`src/rtl/tank_shell.sv`:
```
// tank_shell: single-shell projectile launched from the tank muzzle, stepped once per frame,
// retired on hit or screen edge, followed by a fixed cooldown before the next launch.
module tank_shell #(
  parameter logic [7:0] FIRE_KEY        = 8'h2C,
  parameter logic [9:0] SHELL_SIZE      = 10'd2,
  parameter logic [9:0] SHELL_STEP      = 10'd4,
  parameter logic [5:0] COOLDOWN_FRAMES = 6'd30,
  parameter logic [9:0] X_MIN           = 10'd1,
  parameter logic [9:0] X_MAX           = 10'd639,
  parameter logic [9:0] Y_MIN           = 10'd1,
  parameter logic [9:0] Y_MAX           = 10'd479
) (
  input  logic       frame_clk,
  input  logic       Reset,
  input  logic [7:0] keycode,
  input  logic [9:0] TankX,
  input  logic [9:0] TankY,
  input  logic [9:0] TankS,
  input  logic [1:0] direction,
  input  logic       shell_hit,
  output logic [9:0] ShellX,
  output logic [9:0] ShellY,
  output logic [9:0] ShellS,
  output logic       shell_active,
  output logic       shell_fired
);
  typedef enum logic [1:0] {IDLE, FLIGHT, COOLDOWN} state_t;
  localparam logic [11:0] XMN  = {2'b0, X_MIN};
  localparam logic [11:0] XMX  = {2'b0, X_MAX};
  localparam logic [11:0] YMN  = {2'b0, Y_MIN};
  localparam logic [11:0] YMX  = {2'b0, Y_MAX};
  localparam logic [11:0] STEP = {2'b0, SHELL_STEP};
  state_t      r_state, w_next;
  logic [1:0]  r_dir;
  logic [9:0]  r_x, r_y;
  logic [5:0]  r_cd;
  logic        r_key_prev, r_fired;
  logic        w_key, w_fire, w_uflow, w_spawn_ok, w_edge, w_launch, w_retire;
  logic [11:0] w_off, w_tx, w_ty, w_sx, w_sy, w_x, w_y;
  logic [9:0]  w_mx, w_my;
  assign w_key  = keycode == FIRE_KEY;
  assign w_fire = w_key && !r_key_prev;
  // Spawn math is widened so a muzzle past the left/top edge shows up as underflow, not wrap.
  assign w_off  = {2'b0, TankS} + {2'b0, SHELL_SIZE} + 12'd1;
  assign w_tx   = {2'b0, TankX};
  assign w_ty   = {2'b0, TankY};
  assign w_sx   = direction == 2'b00 ? w_tx - w_off : direction == 2'b01 ? w_tx + w_off : w_tx;
  assign w_sy   = direction == 2'b10 ? w_ty + w_off : direction == 2'b11 ? w_ty - w_off : w_ty;
  assign w_uflow = (direction == 2'b00 && w_off > w_tx) || (direction == 2'b11 && w_off > w_ty);
  assign w_spawn_ok = !w_uflow && w_sx >= XMN && w_sx <= XMX && w_sy >= YMN && w_sy <= YMX;
  assign w_x    = {2'b0, r_x};
  assign w_y    = {2'b0, r_y};
  assign w_edge = r_dir == 2'b00 ? w_x < XMN + STEP :
                  r_dir == 2'b01 ? w_x + STEP > XMX :
                  r_dir == 2'b10 ? w_y + STEP > YMX : w_y < YMN + STEP;
  assign w_mx   = r_dir == 2'b00 ? r_x - SHELL_STEP : r_dir == 2'b01 ? r_x + SHELL_STEP : r_x;
  assign w_my   = r_dir == 2'b10 ? r_y + SHELL_STEP : r_dir == 2'b11 ? r_y - SHELL_STEP : r_y;
  always_comb begin
    w_next   = r_state;
    w_launch = 1'b0;
    w_retire = 1'b0;
    case (r_state)
      IDLE: begin
        w_launch = w_fire && w_spawn_ok;
        w_next   = w_launch ? FLIGHT : IDLE;
      end
      FLIGHT: begin
        w_retire = shell_hit || w_edge;
        w_next   = w_retire ? COOLDOWN : FLIGHT;
      end
      COOLDOWN: w_next = r_cd == 6'd0 ? IDLE : COOLDOWN;
      default:  w_next = IDLE;
    endcase
  end
  always_ff @(posedge frame_clk) begin
    if (Reset) begin
      r_state    <= IDLE;
      r_x        <= 10'd0;
      r_y        <= 10'd0;
      r_cd       <= 6'd0;
      r_key_prev <= 1'b0;
      r_fired    <= 1'b0;
      r_dir      <= 2'b01;
    end else begin
      r_state    <= w_next;
      r_key_prev <= w_key;
      r_fired    <= w_launch;
      if (w_launch) begin
        r_x   <= w_sx[9:0];
        r_y   <= w_sy[9:0];
        r_dir <= direction;
      end else if (r_state == FLIGHT && !w_retire) begin
        r_x <= w_mx;
        r_y <= w_my;
      end
      r_cd <= w_retire ? COOLDOWN_FRAMES - 6'd1 :
              (r_state == COOLDOWN && r_cd != 6'd0) ? r_cd - 6'd1 : r_cd;
    end
  end
  assign ShellX       = r_x;
  assign ShellY       = r_y;
  assign ShellS       = SHELL_SIZE;
  assign shell_active = r_state == FLIGHT;
  assign shell_fired  = r_fired;
endmodule

```
`config.mk`:
```
export PLATFORM = sky130hd
export DESIGN_NAME = tank_shell
export DESIGN_NICKNAME = d
export VERILOG_FILES = /design/src/rtl/tank_shell.sv
export SDC_FILE = /design/constraint.sdc
export NUM_CORES = 1
export LEC_CHECK = 0
export ABC_AREA = 1
export BUFFER_PORTS_ARGS = -buffer_cell sky130_fd_sc_hd__buf_4
export CAP_MARGIN = 20
export CORE_ASPECT_RATIO = 0.7
export CORE_UTILIZATION = 30
export DETAILED_ROUTE_END_ITERATION = 8
export PLACE_DENSITY = 0.48
export SLEW_MARGIN = 20
export SYNTH_ARGS = -nofsm -noshare
export SYNTH_HDL_FRONTEND = slang
export SYNTH_SLANG_ARGS = --single-unit
export TNS_END_PERCENT = 100
```
`constraint.sdc`:
```
create_clock -name frame_clk -period 3.8 [get_ports frame_clk]
set_input_delay 0.38 -clock frame_clk [delete_from_list [all_inputs] [get_ports frame_clk]]
set_output_delay 0.38 -clock frame_clk [all_outputs]
set_load 0.03 [all_outputs]
```
After elaboration in Yosys (flattened, before gate mapping)
Cells that the tools add are included.
- register bits after elaboration: 32
- input bits: 43
- output and inout port bits: 32
- logic and storage cells: 90
- $add $sub $neg: 13
- magnitude comparators: 10
- equal/unequal tests: 9
- muxes and demuxes: 23
- reductions and logical operators: 27
- operator list (kind ; count):
    $mux W10 ; 8
    $mux W12 ; 4
    $add A10 B12 Y12 ; 2
    $ge A12 B1 Y1 const B ; 2
    $gt A12 B10 Y1 ; 2
    $sub A10 B12 Y12 ; 2
    $add A10 B3 Y11 const B ; 2
    $add A10 B3 Y10 const B ; 2
    $lt A10 B3 Y1 const B ; 2
    $sub A10 B3 Y10 const B ; 2
    $add A11 B1 Y12 const B ; 1
    $le A12 B10 Y1 const B ; 1
    $le A12 B9 Y1 const B ; 1
    $add A10 B2 Y11 const B ; 1
    $gt A11 B10 Y1 const B ; 1
    $gt A11 B9 Y1 const B ; 1
    $eq A2 B2 Y1 const B ; 5
    $logic_and A1 B1 Y1 ; 10
    $mux W5 ; 2
    $eq A8 B6 Y1 const B ; 1
    $eq A2 B1 Y1 const B ; 3
    $logic_not A2 Y1 ; 3
    $logic_not A6 Y1 ; 1
    $mux W1 ; 6
    other kinds (10) ; 17

Logic depth before layout (Yosys ltp)
- word-level depth: 14
- depth in mapped cells: 28
- mapped depth without buffers: 27

Least setup slack after synthesis
Ideal clock, no wire load.
- path type: in2reg
- start: in TankS[1]
- end: reg r_x[2], in the netlist ShellX[2]
- arrival time: 3.204 ns
- setup slack: 0.483 ns
- stages: 26
- path buffers: 2
- cells stage by stage: o21ai_0 nor2_1 inv_1 nor2_1 inv_1 nor3b_1 xor2_1 inv_1 ha_1 clkbuf_1 nand2_1 nor2_1 nand3_1 nand3_1 nand2_1 nand3_1 nand3_1 nor2_1 nand2_2 nor2_8 nand3_4 buf_6 nand2_1 nand2_1 nor2_1 nor2_1
- longest elaborated chain between the ends: 14
- elaborated cells on any way between the ends: 30
- RTL lines (what ; RTL line ; text):
    from (decl) ; 18 ; input logic [9:0] TankS,
    $add A10 B2 Y11 (*) ; 44 ; assign w_off = {2'b0, TankS} + {2'b0, SHELL_SIZE} + 12'd1;
    $add A11 B1 Y12 (*) ; 44 ;
    $add A10 B12 Y12 or $gt A12 B10 Y1 (tied branches) ; 47, 49 ;
    $mux W12 or $logic_and A1 B1 Y1 (tied branches) ; 47, 49 ;
    $mux W12 or $logic_or A1 B1 Y1 (tied branches) ; 47, 49 ;
    $ge A12 B1 Y1 or $logic_not A1 Y1 (tied branches) ; 50 ; assign w_spawn_ok = !w_uflow && w_sx >= XMN && w_sx <= XMX && w_sy >= YMN && w_sy <= YMX;
    $logic_and A1 B1 Y1 (4 in series) ; 50 ;
    $logic_and A1 B1 Y1 ; 64 ; w_launch = w_fire && w_spawn_ok;
    $mux W1 ; 62 ; case (r_state)
    $reduce_bool A3 Y1 (no line) or $reduce_bool A2 Y1 (tied branches) ; -- ;
    $reduce_and A2 Y1 (no line) ; -- ;
    to (signal assigned) ; 89 ; r_x <= w_sx[9:0];
    to (signal assigned) ; 93 ; r_x <= w_mx;
    to (decl) ; 35 ; logic [9:0] r_x, r_y;
Every way passes the cells marked *; elsewhere a longest branch is shown, timed or not.
A chain may end at the register's enable or synchronous reset.

Final worst setup path
- start: in TankS[0]
- end: reg r_x[4], in the netlist ShellX[4]
The elaborated chain is that of the path after synthesis.

==> summary.txt <==
Startpoint types -> input pin
Switching portion of total power -> 41.3%
Met3 Track Usage GR -> 1.95%
Final Setup Violations -> 0
Sequential share of power -> 23.4%
Post-DP HPWL -> 15500 um
Power Internal -> 0.000842 W
Ys flop type -> dfxtp_1
Number of global-route vias before repair -> 5638
Synth Cell Area -> 5770 um2
Antenna viol nets, final -> 0
Worst-Margin Slew -> 0.751 ns
CP arrival -> 3.64 ns
Max Cap Viol -> 0
Number of synthesized flops with an enable pin -> 0
GP Congestion -> 0.888
Ys Warns -> 0
Synth cell types -> 44
H-tree Lvls -> 2
Sequential share of the synthesized area -> 11.1%
Hold_buf cts -> 0
Rows -> 42
Initial Util -> 30.6%
Relative slew slack -> 49.8%
Final Cycle Share -> 90.0%
Power density cells -> 211 nW/um2
Post-route cell area -> 6800 um2
Diode count -> 0
IO Count -> 75
Most frequent cells in the layout -> nand2_1, inv_1, nor2_1
Commonest non-fill, non-tap cell in the layout -> nand2_1
Count of input and output buffers -> 64
Worst-path fanout max -> 7
GRT Max-Usage Layer -> met1
Comb power frac -> 47.3%
Largest net degree at the start of global routing -> 20
Worst hold path type -> in2reg
Crit path kind -> in2reg
Synth top area cells -> nand2_1, ha_1, dfxtp_1
Clk sinks -> 32
CP endpoint kind -> flop
Leak -> 3.65 nW
Clock Path Buffers -> 2
Min Tclk post-route -> 3.42 ns
Vias -> 6258
Final hold viol count -> 0
Status -> completed
Layout cells sized above 1 -> 14.1%
Width of the die -> 168 um
GRT Total Usage -> 19.1%
Clock Tree Root -> clkbuf_16
Worst-path clk slew -> 0.05 ns
Max frequency -> 292 MHz
Core ar. -> 18900 um2
Average wire per standard cell -> 14.0 um
First-pass DRT Iterations -> 7
First-pass GRT wire length -> 30100 um
TritonCTS clock tree -> done
Met2 Use GR -> 26.4%
Flops & latches, synth -> 32
Iter 0 DRT Violations -> 439
Finished Core Util -> 36.1%
Avg Synthesized Cell Area -> 5.69 um2
Setup Skew -> 0.00512 ns
Dpl cell area -> 6600 um2
CTS Buf Count -> 5
Grt ovf -> 0
Die area -> 19800 um2
Worst VDD drop -> 0.127 mV
Clock Power Share -> 29.3%
Layout area overhead -> 18.0%
Leading area contributor after synthesis -> nand2_1
Clk_lat worst skew -> 0.28 ns
Data required time at the worst endpoint -> 4.02 ns
Antenna violations before repair -> 0
Final Slew Violations -> 0
Post-Route Setup TNS -> 0 ns
DRC -> 0
Final nets -> 1203
Yosys top cell area share -> 18.8%
RSZ-0062 raised after global routing -> no
DIE HEIGHT -> 118 um
Global Route met1 Usage -> 31.4%
Vias per cell -> 4.70
Post-Route WL -> 18600 um
Cells after synthesis -> 1013
FFs w/ async S/R, synth -> 0%
P_sw -> 0.000594 W
## critical path, cell delays in order
cell and delay, ns:
buf_4 0.08, inv_1 0.04, ha_1 0.20, nor2_1 0.18, nand3_1 0.11, xor2_1 0.18, inv_1 0.10, ha_1 0.50
nand2_1 0.12, nor2_1 0.10, nand2_1 0.09, nand2_1 0.10, nand2_1 0.06, nand3_1 0.08, nand2_1 0.07, nor2_1 0.20
nand3_1 0.13, nand2_2 0.17, inv_1 0.07, nand2_2 0.10, nor2_4 0.06, buf_4 0.15, a21oi_4 0.20, nor2_1 0.07
nor2_1 0.09
## cells in the mapped netlist, types with 2 or more instances
master and number:
nor2_8 2, o21bai_1 4, nand3_1 110, nor2_2 6
xor2_1 18, xnor2_1 3, inv_2 15, a21o_1 2
clkbuf_1 6, dfxtp_1 32, a21oi_1 43, buf_4 16
buf_2 8, o21ai_1 3, conb_1 2, or2_2 8
nand3_4 2, fa_1 6, nor2_1 121, nand2_1 288
o21ai_0 26, a31oi_1 2, ha_1 65, buf_6 2
nor2_4 3, nand3b_1 4, nand2_2 5, o211ai_1 10
a21oi_2 4, inv_1 151, nand4_1 23, nor3_1 11
## cells by family (layout without fill, tap and decap cells)
logic type,count (synthesis),after routing,synth area share [%]
xor+xnor,21,21,3.19
fa+ha+maj,71,71,16.2
flops,32,32,11.1
other cells,2,10,0.130
compound gates,101,101,10.3
simple gates,587,587,44.7
buf+inv,199,267,14.4
## sequential cells by signal, summed over array words and instances, names as in the netlist
signal	count
r_cd	6
r_state	2
r_dir	2
ShellY	10
ShellX	10
shell_fired	1
r_key_prev	1
## power by group through the flow
stage,Combinational [W],Sequential (W),Clock [W]
final,0.000679,0.000336,0.000420
after global routing,0.000763,0.000336,0.000447
after CTS,0.000668,0.000336,0.000427
after detailed placement,0.000665,0.000343,0
after global placement,0.000673,0.000343,0
after floorplan,0.000472,0.000344,0
## routing by layer
layer  share of wire [%]  vias up
li1                    -     3346
met1                  57     2766
met2                  38      137
met3                 4.4        9
met4                0.65        0
met5                   0        -
## metrics by stage
step | setup WS, ns | cells | total power, W | hold WS [ns]
6_report | 0.381 | 1331 | 0.00144 | 0.372
5_1_grt | 0.00250 | 1331 | 0.00155 | 0.389
4_1_cts | 0.393 | 1329 | 0.00143 | 0.377
3_5_place_dp | 0.107 | 1322 | 0.00101 | 0.476
3_3_place_gp | 0.0952 | 1322 | 0.00102 | 0.482
2_1_floorplan | 0.483 | 1021 | 0.000816 | 0.458
## timing repair
action | CTS | global route
gates resized for setup | 0 | 6
endpoints found under the setup margin | 0 | 18
setup buffers | 0 | 2
## cell type report
class | instances | area (um2)
fillers | 2125 | 12100
multi-input cells | 790 | 4360
repair buffers | 93 | 723
flip-flops and latches | 32 | 641
inverters | 167 | 627
well taps | 242 | 303
clock buffers | 7 | 153
## worst paths after layout
kind	depth (start not counted)	slack, ns	from	to
max	25	0.38	TankS[0]	ShellX[4]$_SDFFE_PP0P_
min reg2reg	2	0.49	r_cd[0]$_SDFFE_PP0N_	r_cd[0]$_SDFFE_PP0N_
min	3	0.37	direction[0]	r_dir[0]$_SDFFE_PP1P_
max reg2reg	17	0.65	ShellY[2]$_SDFFE_PP0P_	ShellY[8]$_SDFFE_PP0P_
Power figures use the tool's default switching activity.
